**src/rtl/sync_fwft_fifo.sv**
```systemverilog
// sync_fwft_fifo
//   Single-clock first-word-fall-through FIFO. The head word is always
//   presented on dout; rd_en acknowledges (pops) it. Occupancy is exported
//   as rd_data_count, and reset-busy flags hold off traffic for a few
//   cycles after reset releases.
//
// Ports
//   clk            clock, rising edge
//   rst            synchronous active-high reset
//   din, wr_en     write data / push request
//   dout, rd_en    head word (FWFT) / pop acknowledge
//   full, empty    occupancy == DEPTH / occupancy == 0
//   almost_full    occupancy == DEPTH-1
//   almost_empty   occupancy == 1
//   rd_data_count  occupancy, 0..DEPTH
//   overflow       pulse: previous cycle's write was rejected (full)
//   underflow      pulse: previous cycle's read was rejected (empty)
//   wr_rst_busy    write side in reset, writes ignored
//   rd_rst_busy    read side in reset, reads ignored
module sync_fwft_fifo #(
  parameter int                DATA_W           = 8,
  parameter int                DEPTH            = 32,
  parameter int                COUNT_W          = $clog2(DEPTH) + 1,
  parameter logic [DATA_W-1:0] DOUT_RESET_VALUE = '0,
  parameter int                RST_BUSY_CYCLES  = 2
) (
  input  logic               clk,
  input  logic               rst,
  input  logic [DATA_W-1:0]  din,
  input  logic               wr_en,
  output logic [DATA_W-1:0]  dout,
  input  logic               rd_en,
  output logic               full,
  output logic               empty,
  output logic               almost_full,
  output logic               almost_empty,
  output logic [COUNT_W-1:0] rd_data_count,
  output logic               overflow,
  output logic               underflow,
  output logic               wr_rst_busy,
  output logic               rd_rst_busy
);

  localparam int AW = $clog2(DEPTH);
  localparam int BW = $clog2(RST_BUSY_CYCLES + 2);
  localparam logic [BW-1:0]      BUSY_END   = BW'(RST_BUSY_CYCLES);
  localparam logic [COUNT_W-1:0] CNT_FULL   = COUNT_W'(DEPTH);
  localparam logic [COUNT_W-1:0] CNT_AFULL  = COUNT_W'(DEPTH - 1);
  localparam logic [COUNT_W-1:0] CNT_AEMPTY = COUNT_W'(1);

  typedef enum logic {
    ST_BUSY,
    ST_RUN
  } rst_state_t;

  logic [DATA_W-1:0]  mem [DEPTH];
  logic [AW-1:0]      wr_ptr;
  logic [AW-1:0]      rd_ptr;
  logic [COUNT_W-1:0] count;
  logic [COUNT_W-1:0] count_nxt;
  logic [BW-1:0]      busy_cnt;
  rst_state_t         state;
  logic               busy;
  logic               wr_ok;
  logic               rd_ok;

  assign busy = (state == ST_BUSY);

  // Full/empty are judged on the registered count, so a pointer wrap can
  // never make a full FIFO look empty or vice versa.
  always_comb begin
    wr_ok     = wr_en && !full && !busy;
    rd_ok     = rd_en && !empty && !busy;
    count_nxt = count;
    case ({wr_ok, rd_ok})
      2'b10:   count_nxt = count + 1'b1;
      2'b01:   count_nxt = count - 1'b1;
      default: count_nxt = count;
    endcase
  end

  // Storage is not reset; reset discards contents by clearing pointers.
  always_ff @(posedge clk) begin
    if (wr_ok) begin
      mem[wr_ptr] <= din;
    end
  end

  always_ff @(posedge clk) begin
    if (rst) begin
      state        <= ST_BUSY;
      busy_cnt     <= '0;
      wr_ptr       <= '0;
      rd_ptr       <= '0;
      count        <= '0;
      empty        <= 1'b1;
      full         <= 1'b0;
      almost_full  <= 1'b0;
      almost_empty <= 1'b0;
      overflow     <= 1'b0;
      underflow    <= 1'b0;
    end else begin
      // Busy holds for RST_BUSY_CYCLES edges with rst sampled low.
      if (state == ST_BUSY) begin
        busy_cnt <= busy_cnt + 1'b1;
        if (busy_cnt + 1'b1 >= BUSY_END) begin
          state <= ST_RUN;
        end
      end
      overflow  <= wr_en && full && !busy;
      underflow <= rd_en && empty && !busy;
      if (wr_ok) begin
        wr_ptr <= wr_ptr + 1'b1;
      end
      if (rd_ok) begin
        rd_ptr <= rd_ptr + 1'b1;
      end
      count        <= count_nxt;
      empty        <= (count_nxt == '0);
      full         <= (count_nxt == CNT_FULL);
      almost_full  <= (count_nxt == CNT_AFULL);
      almost_empty <= (count_nxt == CNT_AEMPTY);
    end
  end

  // empty is registered, so a word written at edge N is both in memory and
  // unmasked in the cycle after edge N.
  assign dout          = empty ? DOUT_RESET_VALUE : mem[rd_ptr];
  assign rd_data_count = count;
  assign wr_rst_busy   = busy;
  assign rd_rst_busy   = busy;

endmodule

```
**config.mk**
```make
export PLATFORM = sky130hd
export DESIGN_NAME = sync_fwft_fifo
export DESIGN_NICKNAME = d
export VERILOG_FILES = /design/src/rtl/sync_fwft_fifo.sv
export SDC_FILE = /design/constraint.sdc
export NUM_CORES = 1
export LEC_CHECK = 0
export ABC_AREA = 1
export BUFFER_PORTS_ARGS = -buffer_cell sky130_fd_sc_hd__clkbuf_2
export CAP_MARGIN = 20
export CORE_MARGIN = 2
export CORE_UTILIZATION = 62
export DETAILED_ROUTE_END_ITERATION = 6
export PLACE_DENSITY = 0.75
export REMOVE_ABC_BUFFERS = 1
export SKIP_LAST_GASP = 1
export SYNTH_ARGS = -nofsm -noshare
export SYNTH_HDL_FRONTEND = slang
export SYNTH_SLANG_ARGS = --single-unit
```
**constraint.sdc**
```tcl
create_clock -name clk -period 2.6 [get_ports clk]
set_clock_uncertainty 0.15 [all_clocks]
set_input_delay 0.13 -clock clk [delete_from_list [all_inputs] [get_ports clk]]
set_output_delay 0.13 -clock clk [all_outputs]
set_load 0.05 [all_outputs]
```
---- Yosys cells after proc, flatten, opt, wreduce, memory -nomap -nowiden ----
Memory sizes are Yosys's and may differ from the RTL's. A register that Yosys moved wholly into a read port is not among the register bits.
Cells that the tools add are included.
W data, S select, Z words.
operators by class
  $lt $le $gt $ge ......................... 1
  bitwise operators ....................... 1
  equality and inequality tests ........... 5
  reduce and logical (&&, ||, !) cells .... 11
  add/sub/neg operators ................... 5
  multiplexer cells ....................... 8
operators by type and width
  kind                   count
  $pmux W6 S2            1
  $add A5 B1 Y5 const B  2
  $mux W5                2
  $logic_and A1 B1 Y1    8
  $mux W8                1
  $add A6 B1 Y6 const B  1
  $eq A6 B1 Y1 const B   1
  $eq A6 B5 Y1 const B   1
  $eq A6 B6 Y1 const B   1
  $logic_not A6 Y1       1
  $sub A6 B1 Y6 const B  1
  $mux W1                4
  $add A2 B1 Y2 const B  1
  $eq A2 B1 Y1 const B   1
  $eq A2 B2 Y1 const B   1
  $ge A2 B2 Y1 const B   1
  $logic_not A1 Y1       2
  $not A1 Y1             1
word-level totals
  output and inout port bits .............. 22
  bits of input ports ..................... 12
  register bits ........................... 25
  memory bits (writable) .................. 256
  logic and storage cells ................. 43
  memories kept ........................... 1
memories
  name  words  bits a word  read ports  clocked after memory_dff  wr ports  line  RTL
  mem   32     8            1           1                         1         56    logic [DATA_W-1:0] mem [DEPTH];

---- Longest topological paths before layout ----
  word-level depth ........................ 6
  gate-level depth with buffers ........... 16
  mapped depth without buffers ............ 16

---- Worst setup path after synthesis ----
No wires, ideal clock.
  kind .................................... reg2reg
  start point ............................. register full
  end point ............................... register full
  period minus slack after synthesis ...... 2.519 ns
  path buffers ............................ 2
  slack ................................... 0.081 ns
  setup time .............................. 0.062 ns
  cell stages (with the launch flop) ...... 13
  arrival ................................. 2.307 ns
  required time ........................... 2.388 ns
  cells stage by stage .................... dfxtp_1 -> inv_1 -> nand3_4 -> buf_1 -> ha_1 -> buf_2 -> o21ai_0 -> inv_1 -> nor2_1 -> nand3_1 -> inv_2 -> nand3_2 -> nor2_2
between the ends
  longest elaborated chain between the ends .. 6
  elaborated cells on any way between the ends .. 7
  classes of those cells .................. eq/ne (3); mux (1); reduce/logical (3)
RTL lines
  what                                                 line  RTL
  start: declaration                                   33    output logic full,
  start signal: assignment                             120   full <= (count_nxt == CNT_FULL);
  $logic_not A1 Y1 (*)                                 72    wr_ok = wr_en && !full && !busy;
  $logic_and A1 B1 Y1 (*) (2 in series)                72
  $eq A2 B1 Y1 / $eq A2 B2 Y1 (equally long branches)  75    case ({wr_ok, rd_ok})
  $pmux W6 S2 (*)                                      75
  $eq A6 B6 Y1 (*)                                     120
Mark *: on every way between the ends. The rest lies on a longest branch, timed or not.
A chain may end at the register's enable or synchronous reset.

==> impl_summary.txt <==
----------------------------------------------------
[Clock tree]
  TritonCTS clock tree ... yes
  CTS root buf ... clkbuf_16
  Number of levels in the clock H-tree ... 1
  Total clock sinks ... 286
  Clock latency reported for the late side of the worst-skew pair ... 550 ps
  TritonCTS buffer count ... 29
  Clock transition at path regs ... 70 ps
  Number of buffers on the longest clock path ... 3

[Global routing]
  Wire length of the first global-routing pass ... 46.5 mm
  Gr ovfl total ... 0
  Number of global-route vias before repair ... 7916
  Maximum number of pins on one net before global-route repair ... 61
  Total Routing Usage GR ... 31.3%
  Initial antenna violation count ... 1

[Floorplan]
  Die Y-Extent ... 141 µm
  Starting density of the core ... 62.7%
  Area of the core ... 18500 µm²
  Die outline width ... 141 µm
  I/O pins ... 34
  Die Area ... 19800 µm²
  Site Rows ... 50

[Synth]
  Number of enable-type register cells in the synthesized netlist ... 256
  Sequential share of the synthesized area ... 71.4%
  Synthesized area ... 11600 µm²
  Yosys warning total ... 0
  Count of different cell masters after synthesis ... 35
  Dominant synthesized flop cell ... edfxtp_1
  Mean area per synthesized cell ... 12.2 µm²
  Number of flip-flops and latches in the synthesized netlist ... 286
  Proportion of synthesized flip-flops having asynchronous set or reset ... 0%
  Number of instances in the synthesized netlist ... 954

[Pwr]
  Power density cells ... 817 nW/µm²
  Power, Total ... 11.7 mW
  IR Drop Worst-Case VDD ... 0.618 mV
  Static Leak ... 5.04 nW

[Final layout]
  Layout Nets ... 1068
  Fillcell total ... 1041
  Synth-to-Final Area Change ... 23.5%
  Footprint of the multi-input gates ... 3150 µm²
  Sequential Area ... 8300 µm²
  Diodes inserted ... 0
  Fraction of layout instances using a drive strength above 1 ... 20.9%

[Worst setup path]
  Depth of the most critical reg-to-reg path ... 16
  Reg-to-Reg Start ... state$_SDFF_PP0_
  CP Max Fanout ... 18
  Crit path required time ... 2320 ps
  Worst setup slack for register-to-register paths ... 310 ps
  CP arrival ... 2590 ps
  Reg-to-reg endpoint ... empty$_SDFF_PP1_
  Capturing instance or port of the critical path ... dout[0]
  Critical path startpoint category ... register
  Critical path class ... register to output pin
  Critical Path Sink Type ... output pin

[Route]
  ANT nets after route ... 0
  Routed length per instance ... 24.9 µm
  Wire length reported by the detailed router ... 32.5 mm
  Routed via count divided by cell count ... 6.57
  Starting DRT DRC Count ... 1513
  DRT Pass-1 Iters ... 6
  Via count ... 8574
  Post-detailed-route DRC marker count ... 0

[Outcome]
  Violations in the final reports ... negative setup slack
  Status ... complete, but fails checks

[STA]
  Setup-violating endpoint count in the final report ... 8
  Final clock period utilization by the worst path ... 111%
  Setup repair after global routing missed its margin ... true
  Worst slew margin relative to its limit ... 48.0%
  Final slew viol count ... 0
  Worst-margin pin slew ... 779 ps
  Min cycle time layout ... 2870 ps
  Max frequency ... 0.348 GHz
  Count of final hold-check violations ... 0
  Setup slack after layout ... -274 ps

[Hold path]
  Class of the worst hold path ... input port to register

[Flow run]
  Total of max-cap violations ... 0

[Placed design]
  Dpl ws ... 265 ps
  GPL Wtd Cong ... 0.858
  Placed wire-length estimate after detailed placement ... 15.5 mm
  Count of input and output buffers ... 33

----------------------------------------------------
-- state kept, by name (all words and copies together), names as in the netlist, 2 cells and up, named ones only --
register       flops
mem              256
rd_data_count      6
rd_ptr             5
wr_ptr             5
busy_cnt           2
-- area by class of cell --
type / instances / share of cell area (%)
multi-input cells: 571 / 22.0
clock inverters: 10 / 0.751
repair buffers: 120 / 10.3
inverters: 41 / 1.20
clock buffers: 43 / 5.78
flip-flops and latches: 286 / 57.9
well taps: 234 / 2.04
-- stage by stage --
step,area [µm²],utilization [%],cells,TNS (ps),hold WS [ps]
floorplan,11400,-,898,-23060,46.8
global placement,12300,66.3,1213,0,260
detailed placement,12300,66.3,1213,0,263
CTS,14100,76.0,1297,-525,146
global route,14300,77.4,1305,-1900,190
finish,14300,77.4,1305,-1470,196
-- per-layer routing --
| layer | up-vias | GRT usage, % | wire, µm |
|---|---|---|---|
| met2 | 684 | 50.0 | 15500 |
| li1 | 3682 | - | - |
| met1 | 4089 | 43.0 | 11700 |
| met3 | 117 | 6.22 | 4120 |
| met4 | 2 | 12.9 | 1190 |
| met5 | - | 0 | 20 |
-- worst max-delay path, cell delays in order, from the launching register on --
cell and delay (ps):
dfxtp_4 440, buf_12 170, buf_4 140, buf_16 150, o21ai_0 110, o22ai_1 240, o21ai_0 150, nand3_1 160
nand2_2 120, a31oi_4 180, buf_8 160
-- cell usage after synthesis, types with 2 or more instances --
cell type | count | area share [%]
a21oi_1 | 13 | 0.56
a31oi_1 | 8 | 0.43
buf_2 | 14 | 0.60
clkbuf_1 | 40 | 1.3
clkinv_1 | 2 | 0.065
dfxtp_1 | 30 | 5.2
edfxtp_1 | 256 | 66
ha_1 | 7 | 0.75
inv_1 | 35 | 1.1
inv_2 | 4 | 0.13
nand2_1 | 45 | 1.5
nand2_2 | 5 | 0.27
nand2_4 | 3 | 0.29
nand3_1 | 39 | 1.7
nand3_2 | 9 | 0.78
nor2_1 | 201 | 6.5
nor2_2 | 3 | 0.16
nor3_1 | 8 | 0.35
nor3b_1 | 2 | 0.13
o21ai_0 | 150 | 6.5
o221ai_1 | 35 | 2.6
o22ai_1 | 29 | 1.6
xnor2_1 | 2 | 0.15
xor2_1 | 3 | 0.23
-- timing repair --
item | CTS | global route
resized for setup | 58 | 60
hold endpoints to repair | 20 | 0
hold buffers | 5 | 0
buffers inserted | 9 | 10
endpoints found under the setup margin | 8 | 8
gates cloned | 17 | 1
pin swaps | 23 | 42
-- logic make-up after synthesis --
kind of cell	after synthesis	synth area share, %
compound gates	240	12.1
fa+ha+maj	7	0.755
xor+xnor	5	0.378
simple gates	319	12.0
buf+inv	97	3.32
flops	286	71.4
-- worst min-delay path by stage --
stage	startpoint	end	slack, ps	cells past startpoint
2_1_floorplan	rst	rd_data_count[2]$_SDFF_PP0_	50	1
3_3_place_gp	wr_en	overflow$_SDFF_PP0_	260	3
3_5_place_dp	wr_en	overflow$_SDFF_PP0_	260	3
4_1_cts	din[1]	mem[11][1]$_DFFE_PP_	150	1
5_1_grt	din[5]	mem[5][5]$_DFFE_PP_	190	1
6_report	din[6]	mem[2][6]$_DFFE_PP_	200	1
-- placed cells by master (no fill, tap or decap), drive strengths merged --
master       count
clkbuf          70
nand4            1
xor2             3
o21ai          152
xnor2            2
clkinv           7
dlygate4sd3      5
buf             83
nor3             8
bufbuf           5
edfxtp         256
dfxtp           30
ha               7
o22ai           29
nand2           53
or2              1
inv             41
a21oi           15
o211ai           1
nor2           205
o221ai          35
nand3           49
clkinvlp         1
a31oi            8
nor3b            2
bufinv           2
-- where the power goes --
group,switching [mW],internal [mW],total [mW]
clock network,1.71,2.40,4.10
logic,1.52,0.851,2.37
registers,0.110,5.12,5.23
Power figures use the tool's default switching activity.
